==> src/rtl/axil_simplebus_bridge_pkg.sv <==
// ---------------------------------------------------------------------------
// axil_simplebus_bridge_pkg
// Shared types and constants for the AXI-Lite to Simplebus bridge:
//   state_e      - bridge FSM states
//   RESP_OKAY    - AXI OKAY response code
//   RESP_SLVERR  - AXI SLVERR response code
//   FULL_STRB    - the only write strobe pattern that reaches the bus
// ---------------------------------------------------------------------------
package axil_simplebus_bridge_pkg;

    typedef enum logic [2:0] {
        IDLE,
        WR_ISSUE,
        WR_RESP,
        RD_ISSUE,
        RD_WAIT,
        RD_RESP
    } state_e;

    localparam logic [1:0] RESP_OKAY   = 2'b00;
    localparam logic [1:0] RESP_SLVERR = 2'b10;
    localparam logic [3:0] FULL_STRB   = 4'hF;

endpackage

==> src/rtl/axil_simplebus_bridge_if.sv <==
// ---------------------------------------------------------------------------
// Bus interfaces used by the bridge.
//   axi_lite  - 32-bit data AXI-Lite port (AW, W, B, AR, R channels),
//               address width set by ADDR_WIDTH.
//               modport slave : bridge side, master : interconnect side.
//   Simplebus - 32-bit strobe bus toward the register-file peripherals.
//               outputs of master: sb_address, sb_write_strobe,
//               sb_write_data, sb_read_strobe;
//               inputs of master : sb_ready, sb_read_valid, sb_read_data.
// ---------------------------------------------------------------------------
interface axi_lite #(
    parameter int ADDR_WIDTH = 32
) ();
    import axil_simplebus_bridge_pkg::*;

    logic [ADDR_WIDTH-1:0] awaddr;
    logic                  awvalid;
    logic                  awready;
    logic [31:0]           wdata;
    logic [3:0]            wstrb;
    logic                  wvalid;
    logic                  wready;
    logic [1:0]            bresp;
    logic                  bvalid;
    logic                  bready;
    logic [ADDR_WIDTH-1:0] araddr;
    logic                  arvalid;
    logic                  arready;
    logic [31:0]           rdata;
    logic [1:0]            rresp;
    logic                  rvalid;
    logic                  rready;

    modport slave (
        input  awaddr, awvalid, wdata, wstrb, wvalid, bready,
               araddr, arvalid, rready,
        output awready, wready, bresp, bvalid, arready, rdata, rresp, rvalid
    );

    modport master (
        output awaddr, awvalid, wdata, wstrb, wvalid, bready,
               araddr, arvalid, rready,
        input  awready, wready, bresp, bvalid, arready, rdata, rresp, rvalid
    );
endinterface

interface Simplebus ();
    logic [31:0] sb_address;
    logic        sb_write_strobe;
    logic [31:0] sb_write_data;
    logic        sb_read_strobe;
    logic        sb_ready;
    logic        sb_read_valid;
    logic [31:0] sb_read_data;

    modport master (
        output sb_address, sb_write_strobe, sb_write_data, sb_read_strobe,
        input  sb_ready, sb_read_valid, sb_read_data
    );

    modport slave (
        input  sb_address, sb_write_strobe, sb_write_data, sb_read_strobe,
        output sb_ready, sb_read_valid, sb_read_data
    );
endinterface

==> src/rtl/axil_simplebus_bridge.sv <==
// ---------------------------------------------------------------------------
// axil_simplebus_bridge
// Converts single-beat AXI-Lite reads/writes into single-cycle Simplebus
// strobes, one transaction in flight at a time.
// Ports:
//   clock   - system clock, rising edge
//   reset   - asynchronous, active-high
//   axi_in  - AXI-Lite slave port (upstream interconnect)
//   sb_out  - Simplebus master port (downstream register files)
// Parameters:
//   READ_TIMEOUT - RD_WAIT cycles before a read is answered with SLVERR
//   ADDR_WIDTH   - AXI address width, zero-extended onto sb_address
// Every output is a flop; the next-state logic computes what each output
// must be during the *next* state, so e.g. AWREADY is high exactly in
// WR_ISSUE and BVALID rises on entry to WR_RESP.
// ---------------------------------------------------------------------------
module axil_simplebus_bridge
    import axil_simplebus_bridge_pkg::*;
#(
    parameter int READ_TIMEOUT = 255,
    parameter int ADDR_WIDTH   = 32
) (
    input  logic     clock,
    input  logic     reset,
    axi_lite.slave   axi_in,
    Simplebus.master sb_out
);

    localparam logic [15:0] TMO_LIMIT = 16'(READ_TIMEOUT);

    state_e      state_q, state_d;
    logic        last_was_write_q, last_was_write_d;
    logic [15:0] tmo_cnt_q, tmo_cnt_d;
    logic [15:0] tmo_cnt_inc;

    logic        awready_q, awready_d;
    logic        wready_q, wready_d;
    logic        arready_q, arready_d;
    logic        bvalid_q, bvalid_d;
    logic [1:0]  bresp_q, bresp_d;
    logic        rvalid_q, rvalid_d;
    logic [31:0] rdata_q, rdata_d;
    logic [1:0]  rresp_q, rresp_d;
    logic [31:0] sb_addr_q, sb_addr_d;
    logic        sb_wstrobe_q, sb_wstrobe_d;
    logic [31:0] sb_wdata_q, sb_wdata_d;
    logic        sb_rstrobe_q, sb_rstrobe_d;

    logic [ADDR_WIDTH-1:0] awaddr_w, araddr_w;
    logic                  wr_elig, rd_elig;

    assign awaddr_w = axi_in.awaddr;
    assign araddr_w = axi_in.araddr;
    assign wr_elig  = axi_in.awvalid & axi_in.wvalid & sb_out.sb_ready;
    assign rd_elig  = axi_in.arvalid & sb_out.sb_ready;

    // Counter never wraps, so a huge READ_TIMEOUT still terminates.
    assign tmo_cnt_inc = (tmo_cnt_q == 16'hFFFF) ? tmo_cnt_q : tmo_cnt_q + 16'd1;

    always_comb begin
        state_d          = state_q;
        last_was_write_d = last_was_write_q;
        tmo_cnt_d        = tmo_cnt_q;
        awready_d        = 1'b0;
        wready_d         = 1'b0;
        arready_d        = 1'b0;
        bvalid_d         = 1'b0;
        bresp_d          = bresp_q;
        rvalid_d         = 1'b0;
        rdata_d          = rdata_q;
        rresp_d          = rresp_q;
        sb_addr_d        = 32'h0;
        sb_wstrobe_d     = 1'b0;
        sb_wdata_d       = 32'h0;
        sb_rstrobe_d     = 1'b0;

        case (state_q)
            IDLE: begin
                // On contention the flag makes reads and writes alternate.
                if (wr_elig && (!rd_elig || !last_was_write_q)) begin
                    state_d          = WR_ISSUE;
                    last_was_write_d = 1'b1;
                    awready_d        = 1'b1;
                    wready_d         = 1'b1;
                    if (axi_in.wstrb == FULL_STRB) begin
                        sb_wstrobe_d = 1'b1;
                        sb_addr_d    = 32'(awaddr_w);
                        sb_wdata_d   = axi_in.wdata;
                        bresp_d      = RESP_OKAY;
                    end else begin
                        // Peripherals have no byte lanes: refuse partial writes.
                        bresp_d      = RESP_SLVERR;
                    end
                end else if (rd_elig) begin
                    state_d          = RD_ISSUE;
                    last_was_write_d = 1'b0;
                    arready_d        = 1'b1;
                    sb_rstrobe_d     = 1'b1;
                    sb_addr_d        = 32'(araddr_w);
                end
            end
            WR_ISSUE: begin
                state_d  = WR_RESP;
                bvalid_d = 1'b1;
            end
            WR_RESP: begin
                if (axi_in.bready) begin
                    state_d = IDLE;
                end else begin
                    bvalid_d = 1'b1;
                end
            end
            RD_ISSUE: begin
                state_d   = RD_WAIT;
                tmo_cnt_d = 16'h0;
            end
            RD_WAIT: begin
                if (sb_out.sb_read_valid) begin
                    state_d  = RD_RESP;
                    rvalid_d = 1'b1;
                    rdata_d  = sb_out.sb_read_data;
                    rresp_d  = RESP_OKAY;
                end else begin
                    tmo_cnt_d = tmo_cnt_inc;
                    if (tmo_cnt_inc >= TMO_LIMIT) begin
                        state_d  = RD_RESP;
                        rvalid_d = 1'b1;
                        rdata_d  = 32'h0;
                        rresp_d  = RESP_SLVERR;
                    end
                end
            end
            RD_RESP: begin
                if (axi_in.rready) begin
                    state_d = IDLE;
                end else begin
                    rvalid_d = 1'b1;
                end
            end
            default: state_d = IDLE;
        endcase
    end

    always_ff @(posedge clock or posedge reset) begin
        if (reset) begin
            state_q          <= IDLE;
            last_was_write_q <= 1'b0;
            tmo_cnt_q        <= 16'h0;
            awready_q        <= 1'b0;
            wready_q         <= 1'b0;
            arready_q        <= 1'b0;
            bvalid_q         <= 1'b0;
            bresp_q          <= 2'b00;
            rvalid_q         <= 1'b0;
            rdata_q          <= 32'h0;
            rresp_q          <= 2'b00;
            sb_addr_q        <= 32'h0;
            sb_wstrobe_q     <= 1'b0;
            sb_wdata_q       <= 32'h0;
            sb_rstrobe_q     <= 1'b0;
        end else begin
            state_q          <= state_d;
            last_was_write_q <= last_was_write_d;
            tmo_cnt_q        <= tmo_cnt_d;
            awready_q        <= awready_d;
            wready_q         <= wready_d;
            arready_q        <= arready_d;
            bvalid_q         <= bvalid_d;
            bresp_q          <= bresp_d;
            rvalid_q         <= rvalid_d;
            rdata_q          <= rdata_d;
            rresp_q          <= rresp_d;
            sb_addr_q        <= sb_addr_d;
            sb_wstrobe_q     <= sb_wstrobe_d;
            sb_wdata_q       <= sb_wdata_d;
            sb_rstrobe_q     <= sb_rstrobe_d;
        end
    end

    assign axi_in.awready         = awready_q;
    assign axi_in.wready          = wready_q;
    assign axi_in.arready         = arready_q;
    assign axi_in.bvalid          = bvalid_q;
    assign axi_in.bresp           = bresp_q;
    assign axi_in.rvalid          = rvalid_q;
    assign axi_in.rdata           = rdata_q;
    assign axi_in.rresp           = rresp_q;
    assign sb_out.sb_address      = sb_addr_q;
    assign sb_out.sb_write_strobe = sb_wstrobe_q;
    assign sb_out.sb_write_data   = sb_wdata_q;
    assign sb_out.sb_read_strobe  = sb_rstrobe_q;

endmodule

==> src/flat_wrapper.sv <==
// flat-port wrapper written by rule: the top's interface ports become plain ports
module axil_simplebus_bridge_flat import axil_simplebus_bridge_pkg::*;
#(
    parameter int READ_TIMEOUT = 255,
    parameter int ADDR_WIDTH   = 32
)
  (clock, reset, axi_in_awaddr, axi_in_awvalid, axi_in_wdata, axi_in_wstrb, axi_in_wvalid, axi_in_bready, axi_in_araddr, axi_in_arvalid, axi_in_rready, axi_in_awready, axi_in_wready, axi_in_bresp, axi_in_bvalid, axi_in_arready, axi_in_rdata, axi_in_rresp, axi_in_rvalid, sb_out_sb_address, sb_out_sb_write_strobe, sb_out_sb_write_data, sb_out_sb_read_strobe, sb_out_sb_ready, sb_out_sb_read_valid, sb_out_sb_read_data);
  axi_lite #(.ADDR_WIDTH(ADDR_WIDTH)) axi_in_i ();
  Simplebus sb_out_i ();
  input  logic clock;
  input  logic reset;
  input wire logic [$bits(axi_in_i.awaddr)-1:0] axi_in_awaddr;
  input wire logic [$bits(axi_in_i.awvalid)-1:0] axi_in_awvalid;
  input wire logic [$bits(axi_in_i.wdata)-1:0] axi_in_wdata;
  input wire logic [$bits(axi_in_i.wstrb)-1:0] axi_in_wstrb;
  input wire logic [$bits(axi_in_i.wvalid)-1:0] axi_in_wvalid;
  input wire logic [$bits(axi_in_i.bready)-1:0] axi_in_bready;
  input wire logic [$bits(axi_in_i.araddr)-1:0] axi_in_araddr;
  input wire logic [$bits(axi_in_i.arvalid)-1:0] axi_in_arvalid;
  input wire logic [$bits(axi_in_i.rready)-1:0] axi_in_rready;
  output wire logic [$bits(axi_in_i.awready)-1:0] axi_in_awready;
  output wire logic [$bits(axi_in_i.wready)-1:0] axi_in_wready;
  output wire logic [$bits(axi_in_i.bresp)-1:0] axi_in_bresp;
  output wire logic [$bits(axi_in_i.bvalid)-1:0] axi_in_bvalid;
  output wire logic [$bits(axi_in_i.arready)-1:0] axi_in_arready;
  output wire logic [$bits(axi_in_i.rdata)-1:0] axi_in_rdata;
  output wire logic [$bits(axi_in_i.rresp)-1:0] axi_in_rresp;
  output wire logic [$bits(axi_in_i.rvalid)-1:0] axi_in_rvalid;
  output wire logic [$bits(sb_out_i.sb_address)-1:0] sb_out_sb_address;
  output wire logic [$bits(sb_out_i.sb_write_strobe)-1:0] sb_out_sb_write_strobe;
  output wire logic [$bits(sb_out_i.sb_write_data)-1:0] sb_out_sb_write_data;
  output wire logic [$bits(sb_out_i.sb_read_strobe)-1:0] sb_out_sb_read_strobe;
  input wire logic [$bits(sb_out_i.sb_ready)-1:0] sb_out_sb_ready;
  input wire logic [$bits(sb_out_i.sb_read_valid)-1:0] sb_out_sb_read_valid;
  input wire logic [$bits(sb_out_i.sb_read_data)-1:0] sb_out_sb_read_data;
  assign axi_in_i.awaddr = axi_in_awaddr;
  assign axi_in_i.awvalid = axi_in_awvalid;
  assign axi_in_i.wdata = axi_in_wdata;
  assign axi_in_i.wstrb = axi_in_wstrb;
  assign axi_in_i.wvalid = axi_in_wvalid;
  assign axi_in_i.bready = axi_in_bready;
  assign axi_in_i.araddr = axi_in_araddr;
  assign axi_in_i.arvalid = axi_in_arvalid;
  assign axi_in_i.rready = axi_in_rready;
  assign axi_in_awready = axi_in_i.awready;
  assign axi_in_wready = axi_in_i.wready;
  assign axi_in_bresp = axi_in_i.bresp;
  assign axi_in_bvalid = axi_in_i.bvalid;
  assign axi_in_arready = axi_in_i.arready;
  assign axi_in_rdata = axi_in_i.rdata;
  assign axi_in_rresp = axi_in_i.rresp;
  assign axi_in_rvalid = axi_in_i.rvalid;
  assign sb_out_sb_address = sb_out_i.sb_address;
  assign sb_out_sb_write_strobe = sb_out_i.sb_write_strobe;
  assign sb_out_sb_write_data = sb_out_i.sb_write_data;
  assign sb_out_sb_read_strobe = sb_out_i.sb_read_strobe;
  assign sb_out_i.sb_ready = sb_out_sb_ready;
  assign sb_out_i.sb_read_valid = sb_out_sb_read_valid;
  assign sb_out_i.sb_read_data = sb_out_sb_read_data;
  axil_simplebus_bridge #(.READ_TIMEOUT(READ_TIMEOUT), .ADDR_WIDTH(ADDR_WIDTH)) u_core (.clock(clock), .reset(reset), .axi_in(axi_in_i), .sb_out(sb_out_i));
endmodule
==> config.mk <==
export PLATFORM = sky130hd
export DESIGN_NAME = axil_simplebus_bridge_flat
export DESIGN_NICKNAME = d
export VERILOG_FILES = /design/src/rtl/axil_simplebus_bridge_pkg.sv /design/src/rtl/axil_simplebus_bridge_if.sv /design/src/rtl/axil_simplebus_bridge.sv /design/src/flat_wrapper.sv
export SDC_FILE = /design/constraint.sdc
export NUM_CORES = 1
export LEC_CHECK = 0
export CORE_MARGIN = 2
export CORE_UTILIZATION = 44
export CTS_CLUSTER_SIZE = 20
export DETAILED_ROUTE_END_ITERATION = 10
export GPL_TIMING_DRIVEN = 0
export PLACE_DENSITY = 0.83
export SYNTH_ARGS = -nofsm -noshare
export SYNTH_HDL_FRONTEND = slang
export SYNTH_SLANG_ARGS = --single-unit
==> constraint.sdc <==
create_clock -name clock -period 6.7 [get_ports clock]
set_input_delay 1.34 -clock clock [delete_from_list [all_inputs] [get_ports clock]]
set_output_delay 1.34 -clock clock [all_outputs]
set_load 0.01 [all_outputs]
* After elaboration in Yosys (flattened, before gate mapping)
Index checks and enable logic that the tools add are counted.
W data, S select, Z words.
** Word-level totals
- Input port bits :: 141
- Logic and storage cells :: 81
- Bits in registers :: 125
** Operators by class
- Multiplexer cells :: 38
- Reduce and logical (&&, ||, !) cells :: 13
- $lt $le $gt $ge :: 1
- Bitwise gates (word level) :: 3
- Equal/unequal tests :: 12
- Add/sub/neg operators :: 1
** Operator list (count)
- $mux W32 :: 9
- $mux W16 :: 2
- $pmux W16 S2 :: 1
- $mux W3 :: 6
- $pmux W3 S6 :: 1
- $add A16 B1 Y16 const B :: 1
- $eq A16 B16 Y1 const B :: 1
- $ge A16 B8 Y1 const B :: 1
- $mux W1 :: 14
- $reduce_and A2 Y1 :: 4
- $eq A3 B2 Y1 const B :: 2
- $eq A3 B3 Y1 const B :: 2
- $mux W2 :: 3
- $ne A2 B2 Y1 const B :: 3
- $reduce_bool A2 Y1 :: 3
- $eq A4 B4 Y1 const B :: 1
- $pmux W1 S2 :: 2
- $reduce_and A4 Y1 :: 1
- $and A1 B1 Y1 :: 3
- $eq A3 B1 Y1 const B :: 1
- $logic_not A3 Y1 :: 1
- $ne A3 B1 Y1 const B :: 1
- $ne A3 B2 Y1 const B :: 1
- $logic_not A1 Y1 :: 2
- 2 further kinds :: 2

* Logic depth before layout (Yosys ltp)
- Word-level depth :: 6
- Gate-level depth with buffers :: 9

* Worst setup path before layout
OpenSTA, ideal clock, no wires.
- Kind :: input port to flip-flop
- Start :: in sb_out_sb_ready
- End :: reg u_core.sb_addr_q[15] (netlist: u_core.sb_out.sb_address[15])
- Required time :: 6634 ps
- Setup time :: 66 ps
- Setup slack :: 4011 ps
- Stages on the path :: 6
- Buffers on the path :: 2
- Data arrival time :: 2623 ps
- Cells stage by stage :: nor4b_1 > nand3_1 > a211oi_1 > buf_2 > buf_2 > a22o_1
** On the way
- Cells in the longest elaborated chain, start to end :: 6
** Ends and longest elaborated chain
- start: declaration :: RTL line flat_wrapper.sv:33 : input wire logic [$bits(sb_out_i.sb_ready)-1:0] sb_out_sb_ready;
- $and A1 B1 Y1 :: RTL line axil_simplebus_bridge.sv:55 : assign rd_elig = axi_in.arvalid & sb_out.sb_ready;
- $logic_not A1 Y1 :: RTL line axil_simplebus_bridge.sv:80 : if (wr_elig && (!rd_elig || !last_was_write_q)) begin
- $logic_or A1 B1 Y1 :: RTL line axil_simplebus_bridge.sv:80
- $logic_and A1 B1 Y1 :: RTL line axil_simplebus_bridge.sv:80
- $mux W32 (*) :: RTL line axil_simplebus_bridge.sv:80
- $mux W32 (*) :: RTL line axil_simplebus_bridge.sv:77 : case (state_q)
- net u_core.sb_addr_d[15] :: RTL line axil_simplebus_bridge.sv:44 : logic [31:0] sb_addr_q, sb_addr_d;
- end signal: assignment :: RTL line axil_simplebus_bridge.sv:173 : sb_addr_q <= sb_addr_d;
- end: declaration :: RTL line axil_simplebus_bridge.sv:44
The timed path passes the listed nets; every way through them passes the cells marked *.
A chain may end at the register's enable or synchronous reset.

* Worst setup path in the final report
- Start :: in sb_out_sb_ready
- End :: reg u_core.sb_wdata_q[5] (netlist: u_core.sb_out.sb_write_data[5])
** On the way
- Cells in the longest elaborated chain, start to end :: 6
** Ends and longest elaborated chain
- $and A1 B1 Y1 :: RTL line axil_simplebus_bridge.sv:55
- $logic_not A1 Y1 :: RTL line axil_simplebus_bridge.sv:80
- $logic_or A1 B1 Y1 :: RTL line axil_simplebus_bridge.sv:80
- $logic_and A1 B1 Y1 (*) :: RTL line axil_simplebus_bridge.sv:80
- $mux W32 (*) :: RTL line axil_simplebus_bridge.sv:80
- $mux W32 (*) :: RTL line axil_simplebus_bridge.sv:77
- net u_core.sb_wdata_d[5] :: RTL line axil_simplebus_bridge.sv:46 : logic [31:0] sb_wdata_q, sb_wdata_d;
- end signal: assignment :: RTL line axil_simplebus_bridge.sv:175 : sb_wdata_q <= sb_wdata_d;
- end: declaration :: RTL line axil_simplebus_bridge.sv:46
Marks and branches as above.

==> qor.txt <==
Worst reg2reg path endpoint -> u_core.axi_in.rdata[24]
Final Cycle Share -> 49.8%
# nets final -> 818
CTS hold repair buffers -> 0
WP data arrival -> 3.67 ns
GP Congestion -> 0.890
Post-DP Area -> 0.00776 sq mm
Max Clk Rate -> 0.300 GHz
Seq/Total Area, Yosys -> 60.5%
Critical-path maximum fanout -> 10
Post-synth top area share -> 60.5%
Top_reg_cell synth -> dfrtp_1
Vias/cell -> 5.35
Gate power share -> 28.7%
Initial antenna violation count -> 0
Remaining antenna violation count -> 0
GRT Residual Overflow -> 0
Pint -> 1.92 mW
Skew-Pair Late Insertion Delay -> 0.41 ns
Initial DRC Count -> 383
Share of flip-flops with an asynchronous set or reset -> 100%
Crit path time final -> 3.33 ns
Routed vias -> 4442
I/O pins -> 248
Hold Path End -> u_core.axi_in.rdata[30]
Synthesized cell area -> 0.00509 sq mm
R2R Setup Slk -> 3.98 ns
Diodes inserted -> 0
Final WL -> 15.4 mm
Max-slew headroom -> 65.1%
Sw Share -> 27.3%
Starting Density -> 44.8%
Syn avg cell area -> 12.4 sq um
Die W -> 112 um
Longest Clk Path Bufs -> 2
First-pass GRT wire length -> 24.2 mm
Share of cells above drive strength 1 -> 10.8%
Die area -> 0.0124 sq mm
Number of global-route vias before repair -> 4595
GRT Overall Usage -> 25.1%
Worst setup startpoint -> sb_out_sb_ready
Final Hold Fails -> 0
R2R depth -> 8
CTS Buf Count -> 17
Drt first pass iters -> 6
Setup tns final -> 0 ns
CP max stage delay -> 0.55 ns
Nature of the critical path startpoint -> input pin
Number of enable flip-flop cells after synthesis -> 0
Outcome -> finished, final reports clean
Area growth syn-to-layout -> 64.0%
RSZ-0062 raised after global routing -> false
Root buffer cell -> clkbuf_16
Top cell type by total area after synthesis -> dfrtp_1
Clock sink total -> 123
Crit Path Class -> in2reg
Count of cell types in the netlist -> 56
# H-tree levels -> 4
Setup bufs post-CTS -> 0
Max layer used -> met4
Setup-failing EPs final -> 0
Core area -> 0.0114 sq mm
Synth area leaders -> dfrtp_1 60%, a22o_1 11%, and2_1 4.2%, buf_6 2.0%, a21oi_1 1.7%
Largest net degree at the start of global routing -> 84
Yosys warns -> 0
Register bit count reported by yosys -> 123
Clock transition at path regs -> 0.06 ns
WHS Path Cells -> 1
PostCTS Resize Cnt -> 0
Pwr/cell area -> 316 mW/mm^2
Crit path top cell by count -> buf_2
Row cnt -> 39
CTS tree -> built
Max-cap viol count -> 0
Peak VDD IR -> 0.318 mV
PortBufs -> 245
Syn Inst Count -> 410
Met3 routed WL -> 1.12 mm
Kind of end point of the critical path -> flop
Fin Clk Skew -> 0.00701 ns
Final Max Tran Viols -> 0
Crit-path cells -> clkdlybuf4s50_1 > nor4b_1 > nand3_1 > a211oi_1 > buf_2 > buf_2 > and2_1
Sequential share of power -> 36.8%
Psw -> 0.720 mW
Worst-margin pin slew -> 0.523 ns
Crit Reg-Reg Startpoint -> u_core.tmo_cnt_q[0]
Post-route DRC -> 0
Met2 Wirelength -> 8.20 mm
Final Instance Area -> 0.00835 sq mm
Slowest CP cell -> clkdlybuf4s50_1
Hold Path Class -> reg2reg
Hpwl dp -> 11.4 mm
Die height -> 112 um
Leakage -> 3.73 nW
Clk pwr share -> 34.5%
DR WL/cell -> 18.6 um
Hold path startpoint -> u_core.axi_in.rdata[30]
WP data required -> 7.04 ns
Met1 wire length -> 5.74 mm
## cells in the mapped netlist, types with 4 or more instances
cell type    n
inv_1        5
nand2_1     22
a21oi_1     17
buf_2        5
buf_6        9
and2_1      34
clkbuf_1     9
nor2_1      16
dfrtp_1    123
buf_4        9
a22o_1      65
nand4_1     10
o21ai_0     16
nand3_1      7
mux2i_1      4
## power by group through the flow
stage	combinational, mW	clock (mW)	sequential (mW)
after floorplan	0.270	0	1.03
after global placement	0.737	0	0.971
after detailed placement	0.758	0	0.978
after CTS	0.766	0.921	0.971
after global routing	0.809	0.957	0.986
final	0.758	0.910	0.973
## routing by layer
metal,track usage (%),vias to the layer above
met4,9.05,0
li1,-,2019
met5,0,-
met3,8.76,29
met1,27.6,2177
met2,45.0,217
## placed cells by master (no fill, tap or decap), types with 7 or more instances in the layout
cell             instances
nand4_1                 10
clkbuf_16               17
nand3_1                  7
buf_4                    9
nand2_1                 22
a22o_1                  65
o21ai_0                 16
a21oi_1                 17
dfrtp_1                123
nor2_1                  16
clkdlybuf4s50_1        245
buf_6                    9
clkbuf_1                10
and2_1                  34
## kinds of logic (layout without fill, tap and decap cells)
kind of cell / Yosys count / in the layout / share of synthesized area, %
buffers and inverters: 40 / 317 / 5.36
AO/OA/AOI/OAI: 121 / 121 / 18.5
XOR/XNOR: 2 / 2 / 0.344
multiplexers: 5 / 5 / 1.06
other: 1 / 2 / 0.0737
AND/OR/NAND/NOR: 117 / 117 / 13.9
flip-flops: 123 / 123 / 60.5
adder cells (fa/ha/maj): 1 / 1 / 0.246
## worst max path at each step
| stage | end | slack [ns] | cells after the start |
|---|---|---|---|
| after detailed placement | u_core.sb_out.sb_address[15] | 2.97 | 7 |
| after floorplan | u_core.axi_in.bresp[1] | 2.09 | 1 |
| final | u_core.sb_out.sb_write_data[5] | 3.37 | 7 |
| after global routing | u_core.sb_out.sb_address[18] | 3.18 | 7 |
| after CTS | u_core.sb_out.sb_address[18] | 3.36 | 7 |
| after global placement | u_core.sb_out.sb_address[5] | 0.62 | 2 |
## metrics by stage
step	hold WS, ns	worst slack [ns]	power, mW	std cells	utilization, %
6_report	0.502	3.37	2.64	831	73.4
5_1_grt	0.514	3.18	2.75	831	73.4
4_1_cts	0.502	3.36	2.66	831	73.4
3_5_place_dp	0.481	2.97	1.74	800	68.2
3_3_place_gp	0.482	0.622	1.71	799	67.9
2_1_floorplan	0.498	2.09	1.30	411	-
## area by class of cell
cell class                      instances  area, sq um
Clock buffer                           19          443
Buffer                                 35          254
Fill cell                             721         3020
Sequential cell                       123         3080
Tap cell                              143          179
Timing Repair Buffer                  246         2480
Clock inverter                         12          148
Inverter                                5         23.8
Multi-Input combinational cell        248         1740
## state kept, by name, indices dropped and copies added, names as in the netlist
register,count
u_core.axi_in.bresp,1
u_core.axi_in.bvalid,1
u_core.axi_in.rdata,32
u_core.axi_in.rresp,1
u_core.axi_in.rvalid,1
u_core.axi_in.wready,1
u_core.last_was_write_q,1
u_core.sb_out.sb_address,32
u_core.sb_out.sb_read_strobe,1
u_core.sb_out.sb_write_data,32
u_core.sb_out.sb_write_strobe,1
u_core.state_q,3
u_core.tmo_cnt_q,16
## critical path, delay by kind of cell
family | cells | cell delay [ns]
AO/OA/AOI/OAI | 1 | 0.46
buffers and inverters | 3 | 1.10
AND/OR/NAND/NOR | 3 | 0.77
Power figures use the tool's default switching activity.
